### src/rtl/melody_pkg.sv
// Shared types, FSM encoding and melody ROM contents for the melody sequencer.
package melody_pkg;

  localparam int unsigned NOTE_W  = 7;
  localparam int unsigned DUR_W   = 8;
  localparam int unsigned ENTRY_W = NOTE_W + DUR_W;

  localparam logic [NOTE_W-1:0] NOTE_REST = '0;
  localparam logic [DUR_W-1:0]  DUR_END   = '0;

  localparam logic [2:0] S_IDLE  = 3'd0;
  localparam logic [2:0] S_FETCH = 3'd1;
  localparam logic [2:0] S_LOAD  = 3'd2;
  localparam logic [2:0] S_PLAY  = 3'd3;
  localparam logic [2:0] S_GAP   = 3'd4;

  typedef struct packed {
    logic [NOTE_W-1:0] note;
    logic [DUR_W-1:0]  dur;
  } rom_entry_t;

  // Melody table; any entry not listed reads as an end marker.
  function automatic rom_entry_t rom_lookup(input int unsigned mel, input int unsigned step);
    rom_entry_t e;
    e = '0;
    case (mel)
      0: begin
        case (step)
          0:       e = '{note: 7'd5, dur: 8'd2};
          1:       e = '{note: 7'd0, dur: 8'd1};
          2:       e = '{note: 7'd9, dur: 8'd1};
          default: e = '0;
        endcase
      end
      1: e = '{note: NOTE_W'(step + 1), dur: 8'd1};
      2: begin
        case (step)
          0:       e = '{note: 7'd12, dur: 8'd1};
          1:       e = '{note: 7'd3,  dur: 8'd3};
          default: e = '0;
        endcase
      end
      3: begin
        case (step)
          0:       e = '{note: 7'd127, dur: 8'd2};
          1:       e = '{note: 7'd1,   dur: 8'd1};
          default: e = '0;
        endcase
      end
      default: e = '0;
    endcase
    return e;
  endfunction

endpackage

### src/rtl/melody_rom.sv
// Synchronous melody ROM, one cycle read latency, addressed by {melody, step}.
module melody_rom
  import melody_pkg::*;
#(
  parameter int unsigned MEL_BITS  = 3,
  parameter int unsigned STEP_BITS = 5
) (
  input  logic                          CLOCK_50,
  input  logic [MEL_BITS+STEP_BITS-1:0] addr,
  output rom_entry_t                    data
);

  always_ff @(posedge CLOCK_50) begin
    data <= rom_lookup(int'(addr[MEL_BITS+STEP_BITS-1:STEP_BITS]), int'(addr[STEP_BITS-1:0]));
  end

endmodule

### src/rtl/melody_sequencer.sv
// Steps through a melody ROM, driving NOTE's tone select and enable for each note's
// duration with a silent gap between notes; supports start, stop and loop.
module melody_sequencer
  import melody_pkg::*;
#(
  parameter int unsigned TICK_DIV  = 50000,
  parameter int unsigned GAP_CYC   = 1000000,
  parameter int unsigned MEL_BITS  = 3,
  parameter int unsigned STEP_BITS = 5
) (
  input  logic                 CLOCK_50,
  input  logic                 reset,
  input  logic                 start,
  input  logic                 stop,
  input  logic                 loop,
  input  logic [MEL_BITS-1:0]  melody_sel,
  output logic [NOTE_W-1:0]    note_sel,
  output logic                 note_en,
  output logic                 busy,
  output logic                 done,
  output logic [STEP_BITS-1:0] step_idx
);

  localparam int unsigned TICK_W = (TICK_DIV > 1) ? $clog2(TICK_DIV) : 1;
  localparam int unsigned GAP_W  = (GAP_CYC > 1) ? $clog2(GAP_CYC) : 1;
  localparam int unsigned ADDR_W = MEL_BITS + STEP_BITS;

  localparam logic [TICK_W-1:0]    TICK_LAST = TICK_W'(TICK_DIV - 1);
  localparam logic [GAP_W-1:0]     GAP_LAST  = GAP_W'(GAP_CYC - 1);
  localparam logic [STEP_BITS-1:0] STEP_LAST = '1;

  logic [2:0]           state, state_n;
  logic [MEL_BITS-1:0]  mel, mel_n;
  logic [STEP_BITS-1:0] step_n;
  logic [TICK_W-1:0]    tick, tick_n;
  logic [DUR_W-1:0]     dur_cnt, dur_cnt_n;
  logic [DUR_W-1:0]     dur_q, dur_q_n;
  logic [GAP_W-1:0]     gap_cnt, gap_cnt_n;
  logic [NOTE_W-1:0]    note_sel_n;
  logic                 note_en_n, busy_n, done_n;
  logic                 end_seq;
  logic [ADDR_W-1:0]    rom_addr;
  rom_entry_t           rom_q;

  assign rom_addr = {mel, step_idx};

  melody_rom #(
    .MEL_BITS  (MEL_BITS),
    .STEP_BITS (STEP_BITS)
  ) u_rom (
    .CLOCK_50 (CLOCK_50),
    .addr     (rom_addr),
    .data     (rom_q)
  );

  always_ff @(posedge CLOCK_50) begin
    if (reset) begin
      state    <= S_IDLE;
      mel      <= '0;
      step_idx <= '0;
      tick     <= '0;
      dur_cnt  <= '0;
      dur_q    <= '0;
      gap_cnt  <= '0;
      note_sel <= '0;
      note_en  <= 1'b0;
      busy     <= 1'b0;
      done     <= 1'b0;
    end else begin
      state    <= state_n;
      mel      <= mel_n;
      step_idx <= step_n;
      tick     <= tick_n;
      dur_cnt  <= dur_cnt_n;
      dur_q    <= dur_q_n;
      gap_cnt  <= gap_cnt_n;
      note_sel <= note_sel_n;
      note_en  <= note_en_n;
      busy     <= busy_n;
      done     <= done_n;
    end
  end

  // Next-state and next-output logic; outputs are registered from these values.
  always_comb begin
    state_n    = state;
    mel_n      = mel;
    step_n     = step_idx;
    tick_n     = tick;
    dur_cnt_n  = dur_cnt;
    dur_q_n    = dur_q;
    gap_cnt_n  = gap_cnt;
    note_sel_n = note_sel;
    note_en_n  = note_en;
    done_n     = 1'b0;
    end_seq    = 1'b0;

    if (state != S_IDLE && stop) begin
      state_n    = S_IDLE;
      step_n     = '0;
      note_sel_n = '0;
      note_en_n  = 1'b0;
    end else begin
      case (state)
        S_IDLE: begin
          if (start && !stop) begin
            mel_n   = melody_sel;
            step_n  = '0;
            state_n = S_FETCH;
          end
        end
        S_FETCH: state_n = S_LOAD;
        S_LOAD: begin
          if (rom_q.dur != DUR_END) begin
            state_n    = S_PLAY;
            note_sel_n = rom_q.note;
            note_en_n  = (rom_q.note != NOTE_REST);
            dur_q_n    = rom_q.dur;
            tick_n     = '0;
            dur_cnt_n  = '0;
          end else begin
            end_seq = 1'b1;
          end
        end
        S_PLAY: begin
          if (tick == TICK_LAST) begin
            tick_n = '0;
            if (dur_cnt == dur_q - DUR_W'(1)) begin
              state_n    = S_GAP;
              note_sel_n = '0;
              note_en_n  = 1'b0;
              gap_cnt_n  = '0;
            end else begin
              dur_cnt_n = dur_cnt + DUR_W'(1);
            end
          end else begin
            tick_n = tick + TICK_W'(1);
          end
        end
        S_GAP: begin
          if (gap_cnt == GAP_LAST) begin
            if (step_idx == STEP_LAST) begin
              end_seq = 1'b1;
            end else begin
              step_n  = step_idx + STEP_BITS'(1);
              state_n = S_FETCH;
            end
          end else begin
            gap_cnt_n = gap_cnt + GAP_W'(1);
          end
        end
        default: state_n = S_IDLE;
      endcase
    end

    // End of melody: restart when looping, otherwise return to idle with a done pulse.
    if (end_seq) begin
      step_n = '0;
      if (loop) begin
        state_n = S_FETCH;
      end else begin
        state_n = S_IDLE;
        done_n  = 1'b1;
      end
    end

    busy_n = (state_n != S_IDLE);
  end

endmodule

### config.mk
export PLATFORM = sky130hd
export DESIGN_NAME = melody_sequencer
export DESIGN_NICKNAME = d
export VERILOG_FILES = /design/src/rtl/melody_pkg.sv /design/src/rtl/melody_rom.sv /design/src/rtl/melody_sequencer.sv
export SDC_FILE = /design/constraint.sdc
export NUM_CORES = 1
export LEC_CHECK = 0
export BUFFER_PORTS_ARGS = -buffer_cell sky130_fd_sc_hd__buf_4
export CAP_MARGIN = 20
export CORE_MARGIN = 4
export CORE_UTILIZATION = 40
export DETAILED_ROUTE_END_ITERATION = 8
export SYNTH_ARGS = -nofsm -noshare
export SYNTH_HDL_FRONTEND = slang
export SYNTH_HIERARCHICAL = 1
export SYNTH_SLANG_ARGS = --single-unit
### constraint.sdc
create_clock -name CLOCK_50 -period 7.4 [get_ports CLOCK_50]
set_input_delay 1.48 -clock CLOCK_50 [delete_from_list [all_inputs] [get_ports CLOCK_50]]
set_output_delay 1.48 -clock CLOCK_50 [all_outputs]
set_load 0.1 [all_outputs]
==> qor.json, run 1 <==
{
  "place": {
    "port-buffer-count": 22,
    "gpl.final_weighted_congestion": 0.841,
    "dp.final_hpwl_mm": 6.78
  },
  "logic_synthesis": {
    "synth_top_flop_cell": "sky130_fd_sc_hd__dfxtp_1",
    "number_of_warnings_printed_during_yosys_synthesis": 6,
    "ys_ff_latch": 82,
    "seq_area_frac_synth_pct": 39.1,
    "netlist.top_cell.by_area": "sky130_fd_sc_hd__dfxtp_1",
    "post_synth_num_cell_types": 62,
    "syn_area_um2": 4200,
    "post-synth-top-area-fraction_pct": 39.1,
    "avgSynthCellArea_um2": 8.39,
    "synth_edf_count": 0,
    "synthesis.instances": 501,
    "post_synth_main_area_contributors": "sky130_fd_sc_hd__dfxtp_1 (39%), sky130_fd_sc_hd__nor2_1 (5.6%), sky130_fd_sc_hd__a21oi_1 (5.0%), sky130_fd_sc_hd__xnor2_1 (3.5%), sky130_fd_sc_hd__nand2_1 (3.4%)",
    "ys_top_cells_by_count": "sky130_fd_sc_hd__dfxtp_1 (82), sky130_fd_sc_hd__nor2_1 (63), sky130_fd_sc_hd__a21oi_1 (42)",
    "yosysMostFrequentCell": "sky130_fd_sc_hd__dfxtp_1",
    "ys_async_sr_fraction_pct": 0
  },
  "pwr": {
    "p_total_uw": 856,
    "powerDensity_nw_per_um2": 183,
    "power.static_leakage_nw": 1.73,
    "worst_ir_drop_vdd_mv": 0.0983
  },
  "worst_setup_path": {
    "worst_ep_arrival_time_ns": 3.57,
    "crit_path_frequent_cell": "sky130_fd_sc_hd__nand2_1",
    "crit_required_ns": 7.71,
    "worstSetupEndpointType": "flip-flop",
    "cpPeakStageDelay_ns": 0.52,
    "worst_path_max_delay_cell": "sky130_fd_sc_hd__or4_1",
    "critical_path_maximum_fanout": 9,
    "timing.critical_path.from_type": "primary input",
    "timing.critical_path.cells": "buf_4, nor2_1, o311ai_1, a21oi_1, nand2_1, or4_1, nand2_1",
    "critical_path_class": "primary input to flip-flop"
  },
  "drt": {
    "wl_met3_um": 302,
    "wl_met1_mm": 4.59,
    "highest_signal_layer": "met4",
    "wl_met2_mm": 4.34,
    "postRouteAntennaNets": 0,
    "route.vias.total": 3605,
    "final_wirelength_mm": 9.31,
    "drc_errors": 0,
    "avgRoutedWirePerCell_um": 14.1,
    "iteration_0_drc_markers": 217,
    "drt_pass1_iterations": 5,
    "drt-vias-per-instance": 5.45
  },
  "sta": {
    "fin_worst_skew_ns": 0.00686,
    "report.final.slew_viol_count": 0,
    "fin_setup_tns_ns": 0,
    "period_minus_slack_ns": 3.27,
    "max_clock_freq_mhz": 306,
    "final-setup-viol-count": 0,
    "rsz_0062_raised_after_global_routing": "no",
    "slew-limit-headroom_pct": 30.3,
    "final_min_period_over_clock_period_pct": 44.1,
    "worstMarginPinSlew_ns": 1.03,
    "timing_hold_violations_final": 0
  },
  "global_route": {
    "grt_overflow": 0,
    "combined_global_route_utilization_of_all_metal_layers_pct": 15.6,
    "vias_in_the_first_global_route": 3368,
    "grt_max_degree": 27,
    "antenna_violations_before_repair": 0,
    "global_route_wire_length_before_repair_mm": 16.1
  },
  "finish": {
    "insertedDiodeCount": 0,
    "nNetsFinal": 539,
    "fin_util_pct": 45.6,
    "fillCellCount": 1033,
    "final-seq-area_um2": 1640,
    "multi_input_comb_area_um2": 2440,
    "synthToLayoutAreaGrowth_pct": 11.5,
    "post_route_cells_drive_above_1_share_pct": 10.3
  },
  "cts": {
    "postCtsHoldBufs": 0,
    "register_clock_pin_slew_on_the_reported_worst_setup_and_hold_paths_ns": 0.09,
    "clock_tree.root_cell": "sky130_fd_sc_hd__clkbuf_8",
    "htreeDepth": 3,
    "count_of_cells_resized_by_post_cts_repair": 0,
    "cts.sink_count": 82,
    "cts_post_setup_buffers_inserted": 0,
    "deepest_clock_path_buffer_count": 2,
    "tritoncts": "done",
    "clk-insertion-delay-late_ns": 0.36,
    "cts_buffers": 9
  },
  "floorplan": {
    "dieHeight_um": 111,
    "start_util_pct": 40.9,
    "floorplan.die_area_um2": 12200,
    "die_w_um": 111,
    "row_count": 37,
    "core_um2": 10300,
    "boundaryPins": 23
  },
  "run": {
    "max-cap-violations": 0
  },
  "status": {
    "run_status": "complete, no violations"
  },
  "worst_hold_path": {
    "hold_path.class": "flip-flop to flip-flop"
  }
}
## cell families after synthesis
kind of cell | synth area share (%)
adder cells (fa/ha/maj) | 2.98
flip-flops | 39.1
AND/OR/NAND/NOR | 29.7
buffers and inverters | 3.54
other | 0.0892
multiplexers | 3.16
AO/OA/AOI/OAI | 15.0
XOR/XNOR | 6.46
## state kept, by name, indices dropped and copies added (netlist names)
name / cells
tick: 16
dur_q: 8
mel: 3
note_sel: 7
busy: 1
done: 1
u_rom/data: 9
gap_cnt: 20
dur_cnt: 8
state: 3
step_idx: 5
note_en: 1
## cell usage in the layout (no fill, tap or decap), drive strengths merged, types with 11 or more instances in the layout
cell type,Yosys,layout
dfxtp,82,82
nor2,63,63
a21oi,42,42
nand2,38,38
nand3,25,25
buf,11,23
o21ai,23,23
xnor2,17,17
or3,17,17
nand4,15,15
xor2,14,14
inv,12,13
and3,12,12
mux2i,11,11
or4,11,11
## metrics by stage
step | instance area [µm²] | setup slack [ns] | cells | hold WS [ns]
after floorplan | 4220 | 4.22 | 506 | 0.443
after global placement | 4470 | 3.92 | 646 | 0.458
after detailed placement | 4470 | 3.83 | 646 | 0.459
after CTS | 4690 | 4.18 | 662 | 0.473
after global routing | 4690 | 3.95 | 662 | 0.495
final | 4690 | 4.13 | 662 | 0.473
## critical path: cells and delay by family
| kind | cells | cell delay, ns |
|---|---|---|
| buf+inv | 1 | 0.13 |
| simple gates | 4 | 1.14 |
| compound gates | 2 | 0.81 |
## path summary, 6_finish.rpt
| check | depth (start not counted) | end | startpoint | slack [ns] |
|---|---|---|---|---|
| hold reg to reg | 1 | note_sel[5] | u_rom/data[13] | 0.47 |
| hold / removal | 1 | note_sel[5] | u_rom/data[13] | 0.47 |
| setup / recovery | 7 | dur_cnt[7] | stop | 4.13 |
| setup reg to reg | 9 | gap_cnt[9] | dur_q[0] | 4.18 |
## metal layers
metal / track usage [%] / vias to the layer above
met4: 4.43 / 0
met3: 4.71 / 5
met1: 20.9 / 1700
met5: 0 / -
met2: 24.5 / 51
li1: - / 1849
## layout make-up
| class | count | share of cell area (%) |
|---|---|---|
| Tap cell | 136 | 3.63 |
| Inverter | 12 | 0.961 |
| Multi-Input combinational cell | 393 | 52.0 |
| Sequential cell | 82 | 35.0 |
| Timing Repair Buffer | 23 | 3.68 |
| Clock buffer | 10 | 2.72 |
| Clock inverter | 6 | 1.92 |
## power breakdown
group / switching [mW] / leakage [nW] / internal [mW] / total [mW]
registers: 0.00498 / 0.662 / 0.446 / 0.451
clock network: 0.168 / 0.107 / 0.191 / 0.359
logic: 0.0306 / 0.964 / 0.0154 / 0.0460
total: 0.203 / 1.73 / 0.653 / 0.856
Note: power is estimated with default switching activity, not from simulation.
==> run 2: changes to the inputs <==
==> constraint.sdc (replaced) <==
create_clock -name CLOCK_50 -period 2.93 [get_ports CLOCK_50]
set_input_delay 0.586 -clock CLOCK_50 [delete_from_list [all_inputs] [get_ports CLOCK_50]]
set_output_delay 0.586 -clock CLOCK_50 [all_outputs]
set_load 0.1 [all_outputs]
==> qor.json, run 2 (synthesis gave the netlist of run 1 again) <==
{
  "status": {
    "run_status": "complete, no violations"
  },
  "cts": {
    "cts.sink_count": 82,
    "register_clock_pin_slew_on_the_reported_worst_setup_and_hold_paths_ns": 0.08,
    "cts_post_setup_buffers_inserted": 0,
    "clk-insertion-delay-late_ns": 0.35,
    "clock_tree.root_cell": "sky130_fd_sc_hd__clkbuf_8",
    "htreeDepth": 3,
    "cts_buffers": 9,
    "tritoncts": "done",
    "deepest_clock_path_buffer_count": 2
  },
  "pwr": {
    "power_switching_share_pct": 24.6,
    "power.net_switching_uw": 490,
    "p_total_mw": 1.99,
    "power.static_leakage_nw": 1.78,
    "power_frac_seq_pct": 57.4,
    "clock_power_share_pct": 36.5,
    "worst_ir_drop_vdd_mv": 0.192,
    "powerDensity_nw_per_um2": 417,
    "power_frac_comb_pct": 6.2,
    "internal_pwr_total_mw": 1.50
  },
  "place": {
    "gpl.final_weighted_congestion": 0.834,
    "port-buffer-count": 22,
    "dp.final_hpwl_mm": 7.10
  },
  "finish": {
    "nNetsFinal": 551,
    "synthToLayoutAreaGrowth_pct": 13.3,
    "final-seq-area_um2": 1640,
    "largest_register_ffs": 20,
    "insertedDiodeCount": 0,
    "post_route_cells_drive_above_1_share_pct": 12.7,
    "layout_commonest_cell": "sky130_fd_sc_hd__dfxtp_1",
    "reg.largest.list": "gap_cnt x20, tick x16, u_rom/data x9",
    "registers.top_by_ff_count": "gap_cnt",
    "most-common-layout-cells": "sky130_fd_sc_hd__dfxtp_1 (80), sky130_fd_sc_hd__nor2_1 (63), sky130_fd_sc_hd__a21oi_1 (42)",
    "fillCellCount": 1042,
    "multi_input_comb_area_um2": 2470
  },
  "worst_setup_path": {
    "cpPeakStageDelay_ns": 0.50,
    "critical_path.reg2reg.startpoint": "dur_q[4]",
    "worst_path_max_delay_cell": "sky130_fd_sc_hd__or4_4",
    "worst_ep_arrival_time_ns": 3.10,
    "critical_path_maximum_fanout": 8,
    "reg2regPathDepth": 7,
    "timing.critical_path.from_type": "flip-flop",
    "timing.critical_path.cells": "or4_4, or3_4, a211oi_2, nand4_4, a2111o_1, or3_1, a21oi_1",
    "regToRegEndpoint": "gap_cnt[19]",
    "critical_path_buf_inv_count": 0,
    "critical_path_class": "flip-flop to flip-flop",
    "crit_required_ns": 3.21,
    "setup.reg_to_reg.worst_slack_ns": 0.11,
    "worstSetupEndpointType": "flip-flop",
    "critPathTopFamily": "simple AND/OR/NAND/NOR gates"
  },
  "worst_hold_path": {
    "hold_path.class": "primary input to flip-flop",
    "holdCritStartpoint": "loop",
    "worstHoldEndpoint": "done",
    "min_path_cells": 2
  },
  "drt": {
    "route.vias.total": 3628,
    "avgRoutedWirePerCell_um": 14.3,
    "drt-vias-per-instance": 5.39,
    "final_wirelength_mm": 9.63,
    "drc_errors": 0,
    "postRouteAntennaNets": 0,
    "drt_pass1_iterations": 5,
    "iteration_0_drc_markers": 163
  },
  "global_route": {
    "vias_in_the_first_global_route": 3485,
    "grt_max_degree": 27,
    "global_route_wire_length_before_repair_mm": 16.8,
    "antenna_violations_before_repair": 0,
    "grt_overflow": 0,
    "combined_global_route_utilization_of_all_metal_layers_pct": 16.2
  },
  "sta": {
    "rsz_0062_raised_after_global_routing": "no",
    "worstMarginPinSlew_ns": 0.958,
    "report.final.slew_viol_count": 0,
    "timing_hold_violations_final": 0,
    "final_min_period_over_clock_period_pct": 96.3,
    "final-setup-viol-count": 0,
    "hold_ws_ns": 0.422,
    "period_minus_slack_ns": 2.82,
    "slew-limit-headroom_pct": 35.9,
    "max_clock_freq_mhz": 354,
    "fin_worst_skew_ns": 0.0149
  },
  "floorplan": {
    "core_um2": 10300,
    "floorplan.die_area_um2": 12200,
    "row_count": 37,
    "start_util_pct": 40.9,
    "dieHeight_um": 111,
    "die_w_um": 111,
    "boundaryPins": 23
  },
  "run": {
    "max-cap-violations": 0
  }
}
run 2: worst max-delay path by stage:
| stage | cells past startpoint | slack (ns) | startpoint | to |
|---|---|---|---|---|
| 6_report | 7 | 0.11 | dur_q[4] | gap_cnt[19] |
| 4_1_cts | 9 | 0.02 | dur_q[0] | gap_cnt[19] |
| 5_1_grt | 7 | 0.02 | dur_q[4] | gap_cnt[19] |
| 3_3_place_gp | 9 | 0.13 | dur_q[0] | gap_cnt[17] |
| 3_5_place_dp | 9 | -0.006 | dur_q[0] | gap_cnt[17] |
| 2_1_floorplan | 9 | 0.007 | step_idx[2] | busy |
run 2: power by group through the flow:
stage                     clock network, mW  logic (mW)  registers (mW)
after detailed placement                  0       0.119            1.17
after global placement                    0       0.118            1.17
final                                 0.725       0.123            1.14
after floorplan                           0      0.0786            1.18
after CTS                             0.748       0.120            1.14
after global routing                  0.805       0.134            1.14
run 2: worst reg2reg max path: cells and delay by family (launching register included):
kind / cells / cell delay (ns)
compound gates: 3 / 0.93
flops: 1 / 0.35
simple gates: 4 / 1.48
run 2: metrics by stage:
step	instances	TNS [ns]	cell area [µm²]	setup slack (ns)	utilization [%]
2_1_floorplan	506	0	4220	0.00733	-
3_3_place_gp	658	0	4560	0.135	44.4
3_5_place_dp	658	-0.00887	4560	-0.00560	44.4
4_1_cts	673	0	4740	0.0215	46.1
5_1_grt	673	0	4760	0.0202	46.3
6_report	673	0	4760	0.108	46.3
run 2: per-layer routing:
layer,global-route usage (%),part of all wire (%)
met5,0,0
met4,4.68,1.2
met3,4.11,3.0
met1,21.8,50
met2,25.8,46
run 2: cell type report:
type / count / share of cell area, %
inverter: 12 / 0.946
multi-input combinational: 393 / 51.9
tap: 136 / 3.57
clock buffer: 11 / 2.97
sequential: 82 / 34.5
clock inverter: 4 / 0.578
timing repair buffer: 35 / 5.52
run 2: repair_timing:
action / CTS / global route
pin swaps: 0 / 3
setup endpoints to repair: 2 / 10
gates resized for setup: 1 / 3
hold buffers: 0 / 0
==> run 3: changes to the inputs <==
--- a/config.mk
+++ b/config.mk
@@ -12,5 +12,4 @@
 export DETAILED_ROUTE_END_ITERATION = 8
 export SYNTH_ARGS = -nofsm -noshare
 export SYNTH_HDL_FRONTEND = slang
-export SYNTH_HIERARCHICAL = 1
 export SYNTH_SLANG_ARGS = --single-unit
==> qor.json, run 3 <==
{
  "status": {
    "run_status": "complete, no violations"
  },
  "drt": {
    "final_wirelength_mm": 8.06,
    "drt_pass1_iterations": 4,
    "iteration_0_drc_markers": 165,
    "route.vias.total": 3158,
    "drc_errors": 0,
    "postRouteAntennaNets": 0,
    "avgRoutedWirePerCell_um": 14.1,
    "drt-vias-per-instance": 5.53
  },
  "worst_setup_path": {
    "critical_path_maximum_fanout": 13,
    "worstSetupEndpointType": "flip-flop",
    "critical_path_class": "flip-flop to flip-flop",
    "timing.critical_path.from_type": "flip-flop",
    "worst_ep_arrival_time_ns": 3.05,
    "crit_required_ns": 3.21
  },
  "logic_synthesis": {
    "post-synth-top-area-fraction_pct": 41.5,
    "syn_area_um2": 3660,
    "post_synth_main_area_contributors": "sky130_fd_sc_hd__dfxtp_1 (42%), sky130_fd_sc_hd__nor2_1 (6.2%), sky130_fd_sc_hd__a21oi_1 (4.4%), sky130_fd_sc_hd__xnor2_1 (3.6%), sky130_fd_sc_hd__nand2_1 (3.4%)",
    "syn_nets": 456,
    "post_synth_num_cell_types": 50,
    "ys_ff_latch": 76,
    "avgSynthCellArea_um2": 8.35,
    "seq_area_frac_synth_pct": 41.5,
    "netlist.top_cell.by_area": "sky130_fd_sc_hd__dfxtp_1",
    "synth_edf_count": 0,
    "synthesis.instances": 439,
    "ys_top_cells_by_count": "sky130_fd_sc_hd__dfxtp_1 (76), sky130_fd_sc_hd__nor2_1 (61), sky130_fd_sc_hd__nand2_1 (33)",
    "synth_top_flop_cell": "sky130_fd_sc_hd__dfxtp_1",
    "number_of_warnings_printed_during_yosys_synthesis": 0,
    "ys_async_sr_fraction_pct": 0,
    "yosysMostFrequentCell": "sky130_fd_sc_hd__dfxtp_1"
  },
  "place": {
    "place_worst_setup_slack_ns": 0.196,
    "port-buffer-count": 22,
    "gpl.final_weighted_congestion": 0.843,
    "dp.final_hpwl_mm": 5.91
  },
  "finish": {
    "reg.largest.list": "gap_cnt x20, tick x16, u_rom.data x9",
    "fillCellCount": 889,
    "most-common-layout-cells": "sky130_fd_sc_hd__dfxtp_1 (76), sky130_fd_sc_hd__nor2_1 (61), sky130_fd_sc_hd__nand2_1 (33)",
    "post_route_cells_drive_above_1_share_pct": 12.3,
    "nNetsFinal": 475,
    "layout_commonest_cell": "sky130_fd_sc_hd__dfxtp_1",
    "synthToLayoutAreaGrowth_pct": 13.9,
    "insertedDiodeCount": 0,
    "largest_register_ffs": 20,
    "registers.top_by_ff_count": "gap_cnt"
  },
  "cts": {
    "cts_post_setup_buffers_inserted": 0,
    "register_clock_pin_slew_on_the_reported_worst_setup_and_hold_paths_ns": 0.08,
    "tritoncts": "done",
    "clock_tree.root_cell": "sky130_fd_sc_hd__clkbuf_8",
    "count_of_cells_resized_by_post_cts_repair": 0,
    "cts_buffers": 9,
    "htreeDepth": 3,
    "postCtsHoldBufs": 0,
    "clk-insertion-delay-late_ns": 0.35,
    "deepest_clock_path_buffer_count": 2,
    "cts.sink_count": 76
  },
  "sta": {
    "report.final.slew_viol_count": 0,
    "timing_hold_violations_final": 0,
    "period_minus_slack_ns": 2.76,
    "fin_setup_tns_ns": 0,
    "slew-limit-headroom_pct": 35.0,
    "final_min_period_over_clock_period_pct": 94.3,
    "setup_ws_ns": 0.166,
    "fin_worst_skew_ns": 0.00892,
    "worstMarginPinSlew_ns": 0.959,
    "rsz_0062_raised_after_global_routing": "no",
    "final-setup-viol-count": 0,
    "max_clock_freq_mhz": 362
  },
  "global_route": {
    "grt_overflow": 0,
    "vias_in_the_first_global_route": 2891,
    "global_route_wire_length_before_repair_mm": 13.8,
    "antenna_violations_before_repair": 0,
    "grt_max_degree": 18,
    "combined_global_route_utilization_of_all_metal_layers_pct": 15.1
  },
  "run": {
    "max-cap-violations": 0
  },
  "floorplan": {
    "row_count": 34,
    "core_um2": 8810,
    "die_w_um": 104,
    "floorplan.die_area_um2": 10800,
    "boundaryPins": 23,
    "start_util_pct": 41.6,
    "dieHeight_um": 104
  },
  "pwr": {
    "powerDensity_nw_per_um2": 511,
    "power.static_leakage_nw": 1.45,
    "worst_ir_drop_vdd_mv": 0.326
  },
  "worst_hold_path": {
    "hold_path.class": "primary input to flip-flop"
  }
}
## run 3: critical path: stages (launching register included)
cell and delay [ns]:
sky130_fd_sc_hd__dfxtp_1 0.35, sky130_fd_sc_hd__or4b_1 0.50, sky130_fd_sc_hd__or4_4 0.58, sky130_fd_sc_hd__a21oi_4 0.25, sky130_fd_sc_hd__o211ai_1 0.36, sky130_fd_sc_hd__or4_1 0.51
sky130_fd_sc_hd__a21oi_1 0.15
## run 3: where the power goes
part / switching, mW / internal (mW)
registers: 0.0156 / 1.05
clock network: 0.404 / 0.571
logic: 0.0644 / 0.0305
total: 0.484 / 1.65
## run 3: routing by layer
layer	part of all wire [%]	global-route usage, %	vias up
li1	-	-	1616
met1	51	21.5	1487
met2	45	23.4	47
met3	3.2	2.24	8
met4	1.1	5.41	0
met5	0	0	-
## run 3: metrics by stage
stage / hold slack (ns) / cells / cell area (µm²) / util (%) / power [mW]
finish: 0.429 / 571 / 4170 / 47.4 / 2.13
global route: 0.427 / 571 / 4170 / 47.4 / 2.21
CTS: 0.417 / 571 / 4170 / 47.4 / 2.16
detailed placement: 0.451 / 555 / 3930 / 44.6 / 1.18
global placement: 0.449 / 555 / 3930 / 44.6 / 1.18
floorplan: 0.448 / 439 / 3660 / - / 1.15
## run 3: logic make-up after synthesis
| group | synth area share [%] |
|---|---|
| xor+xnor | 6.69 |
| buf+inv | 3.24 |
| fa+ha+maj | 3.07 |
| compound gates | 16.0 |
| simple gates | 27.8 |
| mux | 1.64 |
| flops | 41.5 |
## run 3: path summary, 6_finish.rpt
kind | start | to | slack [ns] | cells after the start
hold reg to reg | note_sel[0] | note_sel[0] | 0.46 | 2
setup / recovery | tick[7] | gap_cnt[12] | 0.17 | 6
setup reg to reg | tick[7] | gap_cnt[12] | 0.17 | 6
hold / removal | loop | done | 0.43 | 2
## run 3: layout make-up
cell class / count / area (µm²) / area share, %
multi-input combinational: 332 / 2020 / 48.5
sequential: 76 / 1520 / 36.5
timing repair buffer: 26 / 195 / 4.68
tap: 108 / 135 / 3.24
clock buffer: 9 / 124 / 2.97
clock inverter: 7 / 124 / 2.97
inverter: 13 / 48.8 / 1.17
